### config.mk
export PLATFORM = sky130hd
export DESIGN_NAME = bp_fpga_host_nbf_rx
export DESIGN_NICKNAME = d
export VERILOG_FILES = /design/src/rtl/bp_fpga_host_pkg.sv /design/src/rtl/bp_fpga_host_nbf_assembler.sv /design/src/rtl/bp_fpga_host_nbf_rx.sv
export SDC_FILE = /design/constraint.sdc
export NUM_CORES = 1
export LEC_CHECK = 0
export BUFFER_PORTS_ARGS = -buffer_cell sky130_fd_sc_hd__buf_2
export CAP_MARGIN = 10
export CORE_MARGIN = 10
export CORE_UTILIZATION = 30
export DETAILED_ROUTE_END_ITERATION = 10
export PLACE_DENSITY = 0.57
export SLEW_MARGIN = 10
export SYNTH_ARGS = -nofsm -noshare
export SYNTH_HDL_FRONTEND = slang
export SYNTH_SLANG_ARGS = --single-unit
### constraint.sdc
create_clock -name clk_i -period 8.39 [get_ports clk_i]
set_input_delay 0.839 -clock clk_i [delete_from_list [all_inputs] [get_ports clk_i]]
set_output_delay 0.839 -clock clk_i [all_outputs]
set_load 0.02 [all_outputs]
### src/rtl/bp_fpga_host_pkg.sv
// NBF packet definitions shared by the host RX assembler/executor and the IO output stage.
`define BP_FPGA_HOST_NBF_WIDTH(addr_w, data_w) (8 + (addr_w) + (data_w))

`define DECLARE_BP_FPGA_HOST_NBF_S(addr_w, data_w) \
  typedef struct packed { \
    logic [7:0]            opcode; \
    logic [(addr_w)-1:0]   addr; \
    logic [(data_w)-1:0]   data; \
  } bp_fpga_host_nbf_s

package bp_fpga_host_pkg;

  typedef enum logic [7:0] {
    e_nbf_write_4 = 8'h02,
    e_nbf_write_8 = 8'h03,
    e_nbf_read_4  = 8'h12,
    e_nbf_read_8  = 8'h13,
    e_nbf_error   = 8'hFA,
    e_nbf_fence   = 8'hFE,
    e_nbf_finish  = 8'hFF
  } bp_fpga_host_nbf_opcode_e;

  localparam logic [7:0] nbf_err_fifo_full_gp  = 8'h01;
  localparam logic [7:0] nbf_err_timeout_gp    = 8'h02;
  localparam logic [7:0] nbf_err_rx_gp         = 8'h03;
  localparam logic [7:0] nbf_err_bad_opcode_gp = 8'h04;
  localparam logic [7:0] nbf_err_stray_resp_gp = 8'h05;

  function automatic logic nbf_is_mem_op(input logic [7:0] op);
    return (op == e_nbf_write_4) || (op == e_nbf_write_8)
        || (op == e_nbf_read_4)  || (op == e_nbf_read_8);
  endfunction

  function automatic logic nbf_is_read_op(input logic [7:0] op);
    return (op == e_nbf_read_4) || (op == e_nbf_read_8);
  endfunction

endpackage

### src/rtl/bp_fpga_host_nbf_assembler.sv
// Collects UART RX bytes into NBF packets; partial packets are dropped on an RX
// error or after byte_timeout_p idle cycles, each reported as an error pulse.
module bp_fpga_host_nbf_assembler
  import bp_fpga_host_pkg::*;
  #(parameter int nbf_addr_width_p = 40
    , parameter int nbf_data_width_p = 64
    , parameter int uart_data_bits_p = 8
    , parameter int byte_timeout_p   = 2**20
    , localparam int nbf_width_lp = `BP_FPGA_HOST_NBF_WIDTH(nbf_addr_width_p, nbf_data_width_p)
    )
  (input  logic                        clk_i
   , input  logic                        reset_i
   , input  logic                        rx_v_i
   , input  logic [uart_data_bits_p-1:0] rx_data_i
   , input  logic                        rx_error_i
   , output logic [nbf_width_lp-1:0]     pkt_o
   , output logic                        pkt_v_o
   , output logic                        err_v_o
   , output logic [7:0]                  err_code_o
   );

  localparam int nbf_bytes_lp = (nbf_width_lp + uart_data_bits_p - 1) / uart_data_bits_p;
  localparam int buf_width_lp = nbf_bytes_lp * uart_data_bits_p;
  localparam int cnt_width_lp = $clog2(nbf_bytes_lp);
  localparam logic [cnt_width_lp-1:0] last_byte_lp = cnt_width_lp'(nbf_bytes_lp - 1);

  logic [buf_width_lp-1:0] bytes_q, bytes_d;
  logic [cnt_width_lp-1:0] cnt_q, cnt_d;
  logic [31:0]             timer_q, timer_d;

  // Byte i lands at bits [8i +: 8], so the LSB-first addr/data fields fall out as plain slices.
  always_comb begin
    bytes_d    = bytes_q;
    cnt_d      = cnt_q;
    timer_d    = timer_q;
    pkt_v_o    = 1'b0;
    err_v_o    = 1'b0;
    err_code_o = '0;
    if (rx_error_i) begin
      cnt_d      = '0;
      timer_d    = '0;
      err_v_o    = 1'b1;
      err_code_o = nbf_err_rx_gp;
    end else if (rx_v_i) begin
      bytes_d[cnt_q*uart_data_bits_p +: uart_data_bits_p] = rx_data_i;
      timer_d = '0;
      if (cnt_q == last_byte_lp) begin
        cnt_d   = '0;
        pkt_v_o = 1'b1;
      end else begin
        cnt_d = cnt_q + 1'b1;
      end
    end else if (cnt_q != '0) begin
      timer_d = timer_q + 32'd1;
      if (timer_d == 32'(byte_timeout_p)) begin
        cnt_d      = '0;
        timer_d    = '0;
        err_v_o    = 1'b1;
        err_code_o = nbf_err_timeout_gp;
      end
    end
  end

  assign pkt_o = {bytes_d[0 +: 8]
                  , bytes_d[8 +: nbf_addr_width_p]
                  , bytes_d[8+nbf_addr_width_p +: nbf_data_width_p]};

  always_ff @(posedge clk_i) begin
    if (reset_i) begin
      bytes_q <= '0;
      cnt_q   <= '0;
      timer_q <= '0;
    end else begin
      bytes_q <= bytes_d;
      cnt_q   <= cnt_d;
      timer_q <= timer_d;
    end
  end

endmodule

### src/rtl/bp_fpga_host_nbf_rx.sv
// Host NBF receive path: assembles packets from UART bytes, executes them as memory
// requests / fence / finish, and returns NBF responses (read data, done, errors).
module bp_fpga_host_nbf_rx
  import bp_fpga_host_pkg::*;
  #(parameter int nbf_addr_width_p  = 40
    , parameter int nbf_data_width_p  = 64
    , parameter int uart_data_bits_p  = 8
    , parameter int max_outstanding_p = 8
    , parameter int byte_timeout_p    = 2**20
    , localparam int nbf_width_lp = `BP_FPGA_HOST_NBF_WIDTH(nbf_addr_width_p, nbf_data_width_p)
    )
  (input  logic                        clk_i
   , input  logic                        reset_i
   , input  logic                        rx_v_i
   , input  logic [uart_data_bits_p-1:0] rx_data_i
   , input  logic                        rx_error_i
   , output logic [nbf_width_lp-1:0]     mem_req_o
   , output logic                        mem_req_v_o
   , input  logic                        mem_req_ready_and_i
   , input  logic                        mem_resp_v_i
   , input  logic [nbf_data_width_p-1:0] mem_resp_data_i
   , output logic [nbf_width_lp-1:0]     nbf_o
   , output logic                        nbf_v_o
   , input  logic                        nbf_ready_and_i
   );

  `DECLARE_BP_FPGA_HOST_NBF_S(nbf_addr_width_p, nbf_data_width_p);

  typedef enum logic [2:0] {e_ready, e_issue, e_read_wait, e_drain, e_send} state_e;

  localparam int out_width_lp = $clog2(max_outstanding_p + 1);

  logic [nbf_width_lp-1:0] asm_pkt;
  logic                    asm_pkt_v, asm_err_v;
  logic [7:0]              asm_err_code;

  bp_fpga_host_nbf_assembler
    #(.nbf_addr_width_p(nbf_addr_width_p)
      , .nbf_data_width_p(nbf_data_width_p)
      , .uart_data_bits_p(uart_data_bits_p)
      , .byte_timeout_p(byte_timeout_p))
    assembler
     (.clk_i(clk_i)
      , .reset_i(reset_i)
      , .rx_v_i(rx_v_i)
      , .rx_data_i(rx_data_i)
      , .rx_error_i(rx_error_i)
      , .pkt_o(asm_pkt)
      , .pkt_v_o(asm_pkt_v)
      , .err_v_o(asm_err_v)
      , .err_code_o(asm_err_code));

  state_e                  state_q, state_d;
  bp_fpga_host_nbf_s       cur_q, cur_d, resp_q, resp_d, fifo_head;
  logic [out_width_lp-1:0] outstanding_q, outstanding_d;
  logic                    err_pend_q, err_pend_d, err_ovf_q, err_ovf_d;
  logic [7:0]              err_code_q, err_code_d;
  logic [nbf_width_lp-1:0] fifo_mem_q [2];
  logic [nbf_width_lp-1:0] fifo_mem_d [2];
  logic                    fifo_wptr_q, fifo_wptr_d, fifo_rptr_q, fifo_rptr_d;
  logic [1:0]              fifo_cnt_q, fifo_cnt_d;
  logic                    fifo_full, fifo_empty, fifo_push, fifo_pop, fifo_drop;
  logic                    req_hs, resp_ok, resp_stray, err_inject, err_any, err_multi;
  logic [7:0]              err_new_code;

  // Two-entry packet FIFO; a packet completing while it is full is lost.
  assign fifo_full  = (fifo_cnt_q == 2'd2);
  assign fifo_empty = (fifo_cnt_q == 2'd0);
  assign fifo_push  = asm_pkt_v & ~fifo_full;
  assign fifo_drop  = asm_pkt_v & fifo_full;
  assign fifo_head  = fifo_mem_q[fifo_rptr_q];

  always_comb begin
    fifo_mem_d  = fifo_mem_q;
    fifo_wptr_d = fifo_wptr_q;
    fifo_rptr_d = fifo_rptr_q;
    fifo_cnt_d  = fifo_cnt_q;
    if (fifo_push) begin
      fifo_mem_d[fifo_wptr_q] = asm_pkt;
      fifo_wptr_d = ~fifo_wptr_q;
    end
    if (fifo_pop) begin
      fifo_rptr_d = ~fifo_rptr_q;
    end
    case ({fifo_push, fifo_pop})
      2'b10:   fifo_cnt_d = fifo_cnt_q + 2'd1;
      2'b01:   fifo_cnt_d = fifo_cnt_q - 2'd1;
      default: fifo_cnt_d = fifo_cnt_q;
    endcase
  end

  always_comb begin
    state_d     = state_q;
    cur_d       = cur_q;
    resp_d      = resp_q;
    fifo_pop    = 1'b0;
    err_inject  = 1'b0;
    mem_req_v_o = 1'b0;
    nbf_v_o     = 1'b0;
    case (state_q)
      e_ready: begin
        // A pending error is reported before any further host packet is executed.
        if (err_pend_q) begin
          err_inject = 1'b1;
          resp_d     = '{opcode: e_nbf_error, addr: '0,
                         data: nbf_data_width_p'({err_ovf_q, err_code_q})};
          state_d    = e_send;
        end else if (!fifo_empty) begin
          fifo_pop = 1'b1;
          cur_d    = fifo_head;
          if (nbf_is_mem_op(fifo_head.opcode)) begin
            state_d = e_issue;
          end else if ((fifo_head.opcode == e_nbf_fence) || (fifo_head.opcode == e_nbf_finish)) begin
            state_d = e_drain;
          end else begin
            resp_d  = '{opcode: e_nbf_error, addr: '0,
                        data: nbf_data_width_p'(nbf_err_bad_opcode_gp)};
            state_d = e_send;
          end
        end
      end
      e_issue: begin
        mem_req_v_o = (outstanding_q < out_width_lp'(max_outstanding_p));
        if (mem_req_v_o && mem_req_ready_and_i) begin
          state_d = nbf_is_read_op(cur_q.opcode) ? e_read_wait : e_ready;
        end
      end
      e_read_wait: begin
        // Responses return in order, so the one that empties the counter is our read.
        if (mem_resp_v_i && (outstanding_q == out_width_lp'(1))) begin
          resp_d      = cur_q;
          resp_d.data = mem_resp_data_i;
          state_d     = e_send;
        end
      end
      e_drain: begin
        if (outstanding_q == '0) begin
          resp_d  = '{opcode: cur_q.opcode, addr: '0, data: '0};
          state_d = e_send;
        end
      end
      e_send: begin
        nbf_v_o = 1'b1;
        if (nbf_ready_and_i) begin
          state_d = e_ready;
        end
      end
      default: state_d = e_ready;
    endcase
  end

  assign req_hs     = mem_req_v_o & mem_req_ready_and_i;
  assign resp_ok    = mem_resp_v_i & (outstanding_q != '0);
  assign resp_stray = mem_resp_v_i & (outstanding_q == '0);

  always_comb begin
    outstanding_d = outstanding_q;
    case ({req_hs, resp_ok})
      2'b10:   outstanding_d = outstanding_q + 1'b1;
      2'b01:   outstanding_d = outstanding_q - 1'b1;
      default: outstanding_d = outstanding_q;
    endcase
  end

  // Single-slot error latch: the first error is kept, anything after only sets overflow.
  assign err_any   = fifo_drop | asm_err_v | resp_stray;
  assign err_multi = (fifo_drop & asm_err_v) | (fifo_drop & resp_stray) | (asm_err_v & resp_stray);
  assign err_new_code = fifo_drop ? nbf_err_fifo_full_gp
                      : asm_err_v ? asm_err_code
                      : nbf_err_stray_resp_gp;

  always_comb begin
    err_pend_d = err_pend_q;
    err_code_d = err_code_q;
    err_ovf_d  = err_ovf_q;
    if (err_inject) begin
      err_pend_d = 1'b0;
      err_ovf_d  = 1'b0;
    end
    if (err_any) begin
      if (err_pend_d) begin
        err_ovf_d = 1'b1;
      end else begin
        err_pend_d = 1'b1;
        err_code_d = err_new_code;
        err_ovf_d  = err_multi;
      end
    end
  end

  assign mem_req_o = cur_q;
  assign nbf_o     = resp_q;

  always_ff @(posedge clk_i) begin
    if (reset_i) begin
      state_q       <= e_ready;
      cur_q         <= '0;
      resp_q        <= '0;
      outstanding_q <= '0;
      err_pend_q    <= 1'b0;
      err_code_q    <= '0;
      err_ovf_q     <= 1'b0;
      fifo_mem_q[0] <= '0;
      fifo_mem_q[1] <= '0;
      fifo_wptr_q   <= 1'b0;
      fifo_rptr_q   <= 1'b0;
      fifo_cnt_q    <= '0;
    end else begin
      state_q       <= state_d;
      cur_q         <= cur_d;
      resp_q        <= resp_d;
      outstanding_q <= outstanding_d;
      err_pend_q    <= err_pend_d;
      err_code_q    <= err_code_d;
      err_ovf_q     <= err_ovf_d;
      fifo_mem_q    <= fifo_mem_d;
      fifo_wptr_q   <= fifo_wptr_d;
      fifo_rptr_q   <= fifo_rptr_d;
      fifo_cnt_q    <= fifo_cnt_d;
    end
  end

endmodule
**Yosys cells after proc, flatten, opt, wreduce, memory -nomap -nowiden**

Cells that the tools add are included.

- Mux-type cells: 58
- $lt $le $gt $ge: 4
- Bitwise operators: 20
- Add/sub/neg operators: 7
- Reduce and logical (&&, ||, !) cells: 26
- Equality and inequality tests: 27
- Shift operators: 2

Operators with widths:

| operator | count |
|---|---|
| 112-bit two-way mux | 12 |
| 112-bit one-hot mux with 3 select lines | 1 |
| 224-bit bitwise mux | 1 |
| 112-bit bitwise mux | 1 |
| 112-bit demux with 1-bit select | 1 |
| 8-bit by 34-bit variable shift with 112-bit output, first input constant | 1 |
| 8-bit by 34-bit variable part select with 112-bit output | 1 |
| 8-bit two-way mux | 5 |
| 7-bit negation with 34-bit output | 1 |
| 32-bit by 1-bit adder with 32-bit output, second input constant | 1 |
| 32-bit by 21-bit equality test with 1-bit output, second input constant | 1 |
| 8-bit by 5-bit equality test with 1-bit output, second input constant | 4 |
| 32-bit two-way mux | 1 |
| 3-bit two-way mux | 8 |
| 1-bit two-way mux | 19 |
| 8-bit by 2-bit equality test with 1-bit output, second input constant | 2 |
| 8-bit equality test, second input constant | 2 |
| 4-bit two-way mux | 4 |
| 3-bit one-hot mux with 5 select lines | 1 |
| 2-bit nonzero test | 5 |
| 3-bit inequality test, second input constant | 3 |
| 4-bit by 1-bit adder with 4-bit output, second input constant | 2 |
| 1-bit bitwise AND | 8 |
| 2-bit inequality test, second input constant | 4 |
| 32 further kinds | 55 |

- Register bits: 617
- Output and inout bits: 226
- Input bits: 79

**Longest topological paths before layout**

- Depth in word-level cells: 12
- Gate-level depth with buffers: 13

**By module**

From an unflattened synthesis, not the netlist that was laid out.

- Cell total of the unflattened synthesis: 2,926
- Area, all modules: 25,728.4 um^2

By module, submodules not included:

| module | area each (um^2) | times used | cells each |
|---|---|---|---|
| bp_fpga_host_nbf_rx | 18,505.2 | 1 | 2,136 |
| bp_fpga_host_nbf_assembler | 7,223.2 | 1 | 790 |

**Worst setup path after synthesis**

No wires, ideal clock.

- Path type: flip-flop to flip-flop
- Start: reg assembler.timer_q[0]
- End: reg assembler.timer_q[12]
- Arrival time: 2,751 ps
- Setup time: 115 ps
- Cell stages (with the launch flop): 14
- Period minus slack after synthesis: 2,866 ps
- Data required time: 8,275 ps
- Slack: 5,524 ps
- Path through: dfxtp_1 ha_1 nand3_2 or3_1 buf_2 nor4_1 o221ai_1 nor4_2 and4_1 buf_6 a21o_1 buf_6 buf_8 nor2_1

- Word-level cells in the longest chain between the ends: 3

Ends and longest elaborated chain:

| item | line | text |
|---|---|---|
| from (decl) | bp_fpga_host_nbf_assembler.sv:29 | `logic [31:0] timer_q, timer_d;` |
| from (signal assigned) | bp_fpga_host_nbf_assembler.sv:76 | `timer_q <= timer_d;` |
| 32-bit by 1-bit adder with 32-bit output (*) | bp_fpga_host_nbf_assembler.sv:54 | `timer_d = timer_q + 32'd1;` |
| 32-bit by 21-bit equality test with 1-bit output | bp_fpga_host_nbf_assembler.sv:55 | `if (timer_d == 32'(byte_timeout_p)) begin` |
| 32-bit two-way mux (*) | bp_fpga_host_nbf_assembler.sv:55 |  |

Mark *: on every way between the ends. The rest lies on a longest branch, timed or not.
A chain may end at the register's enable or synchronous reset.

**Worst setup path in the final report**

- Start: reg assembler.timer_q[4]
- End: reg assembler.cnt_q[1]

- Word-level cells in the longest chain between the ends: 4

Ends and longest elaborated chain:

| item | line | text |
|---|---|---|
| 32-bit by 1-bit adder with 32-bit output | bp_fpga_host_nbf_assembler.sv:54 |  |
| 32-bit by 21-bit equality test with 1-bit output | bp_fpga_host_nbf_assembler.sv:55 |  |
| 2-bit nonzero test (no source line) | - |  |
| 2-bit AND reduction (no source line) | - |  |
| to (signal assigned) | bp_fpga_host_nbf_assembler.sv:75 | `cnt_q <= cnt_d;` |
| to (decl) | bp_fpga_host_nbf_assembler.sv:28 | `logic [cnt_width_lp-1:0] cnt_q, cnt_d;` |

No other way between the ends.

==> results.ini <==
[outcome]
outcome=finished, final reports clean

[cts]
clkLatencyLatePin_ns=0.61
clockBufferDepth=3
path_clk_slew_ns=0.06
cts_sinks=612
cts-htree-levels=3
root_buffer=clkbuf_16
cts_hold_buf=0
cts_tree=built
cts_resized=0
cts_made_buffers=70
cts_setup_buffers=0

[setup_path]
crit_family=simple AND/OR/NAND/NOR gates
crit_path_start_kind=flop
critPathBufInv=0
cp_slowest_stage_delay_ns=0.77
crit_path_end_kind=flop
path_cells=nand3_1 -> or4_1 -> o31ai_1 -> nand4_1 -> nor4_2 -> and4_1 -> a21o_1 -> o21ai_0
critPathMaxFanout=19
crit_slowest_cell=or4_1
critical_path_required_ns=8.83
arrival_ns=4.26
path_class=reg2reg

[timing]
skew_ns=0.0258
max_freq_mhz=261
final.setup.worst_slack_ns=4.56
finalSetupViolations=0
slew_headroom_pct=22.7
worst_pin_slew_ns=1.16
fin_setup_tns_ns=0
hold_ws_ns=0.446
hold_violations=0
min_period_ns=3.83
rsz0062_at_grt=no
finalCritPeriodShare_pct=45.6
drv_slew=0

[synthesis]
synth_nets=2702
yosysSeqAreaShare_pct=52.0
yosys-top-cells-count=dfxtp_1, nor2_1, a211oi_1, clkbuf_1, a21oi_1
ys_warn_count=0
ys_seq_elements=612
syn_inst=2613
synth_flop_cell=dfxtp_1
synth.distinct_cells=66
synth-edff-count=0
avgSynthCellArea_um2=9.02
synth_async_sr_flop_share_pct=0
syn-cell-area_um2=23600
yosysTopAreaCellShare_pct=52.0
synth_top_area_cell=dfxtp_1
synthTopCellsByArea=dfxtp_1, a211oi_1, nor2_1
synth.most_common_cell=dfxtp_1

[placed_design]
placed_cells=3757
port_buffers=304
gp_congestion=0.831
dpl-instance-area_um2=25800
place_ws_ns=4.57
dp.final_hpwl_mm=47.7

[routing]
via_per_inst=4.93
detail-route-antenna-nets=0
dr.first_iter.drc_count=1205
drt_wl_total_mm=71.2
wl_per_cell_um=18.4
drc=0
dr.pass1.iters=5
num_vias=19099

[final_layout]
drive_gt1_share_pct=16.1
finalNetCount=2878
stdcell_area_um2=28000
fillCellCount=7934
fin_util_pct=36.0
area_growth_pct=18.7
fin_cells=3876

[floorplanning]
die_area_um2=90200
start_util_pct=30.3
die_x_um=300
io_pins=305
die_h_um=300
core_um2=77700
rows=102

[power_and_ir_drop]
vdd_drop_max_uv=138
fin_total_pwr_mw=6.16
leakage_nw=10.4
cellPowerDensity_nw_per_um2=220

[job]
drv_cap=0

[hold_path]
min_path_type=reg2reg

[grt]
overflow=0
antenna_found_initial=3
grt_usage_pct=15.1
grt_pass1_wl_mm=109
grt_pass1_vias=17637
grt_max_degree=225

power by group:
part | switching [mW] | internal [mW]
Clock | 1.20 | 1.71
Sequential | 0.0174 | 2.93
Combinational | 0.226 | 0.0791
routing by layer:
metal / wire length [µm] / share of wire [%] / up-vias / track usage (%)
li1: - / - / 9603 / -
met1: 32800 / 46 / 8945 / 20.1
met2: 32300 / 45 / 448 / 23.9
met3: 4430 / 6.2 / 99 / 3.44
met4: 1660 / 2.3 / 4 / 4.82
met5: 31 / 0.044 / - / 0
cells in the final DEF (no fill, tap or decap), types with 15 or more instances in the layout:
master	instances
nor3_1	43
mux2i_1	168
clkbuf_1	16
a211oi_1	279
nand2_1	169
o21ai_0	15
nor2_1	506
buf_2	303
buf_4	18
clkinv_2	15
o22a_1	60
and3_1	33
clkbuf_16	73
xor2_1	17
nand3_1	126
xnor2_1	27
dfxtp_1	611
a21oi_1	175
cell type report:
class                      count  area, µm²  area share (%)
antenna                        1       2.50         0.00894
clock buffer                  95       1970            7.04
clock inverter                23        200           0.715
inverter                      14       52.6           0.188
multi-input combinational   1766      10500            37.4
sequential                   612      12300            43.8
tap                         1040       1300            4.65
timing repair buffer         325       1730            6.17
flip-flops by register name, summed over array words and instances, names as in the netlist, 4 cells and up:
signal	count
assembler.bytes_q	112
mem_req_o	112
outstanding_q	4
nbf_o	112
fifo_mem_q	224
assembler.cnt_q	4
assembler.timer_q	32
final timing paths:
check	depth (start not counted)	end	slack (ns)	from
max reg2reg	8	assembler.cnt_q[1]	4.56	assembler.timer_q[4]
max	8	assembler.cnt_q[1]	4.56	assembler.timer_q[4]
min reg2reg	2	nbf_o[46]	0.45	nbf_o[46]
min	2	nbf_o[46]	0.45	nbf_o[46]
cells by family (layout without fill, tap and decap cells):
kind of cell             Yosys count  in the layout  synth area share (%)
AO/OA/AOI/OAI                    571            571                  16.7
flip-flops                       612            612                  52.0
AND/OR/NAND/NOR                  972            972                  18.1
multiplexers                     169            169                  7.18
buffers and inverters            235            457                  3.87
adder cells (fa/ha/maj)           10             10                 0.531
other                              0              1                     0
XOR/XNOR                          44             44                  1.63
worst register-to-register path, cell delays in order (launching register included):
cell and delay [ns]:
dfxtp_1 0.46, nand3_1 0.40, or4_1 0.77, o31ai_1 0.29, nand4_1 0.16, nor4_2 0.36, and4_1 0.43, a21o_1 0.63
o21ai_0 0.17
No activity file was read; power rests on OpenSTA's default activity.
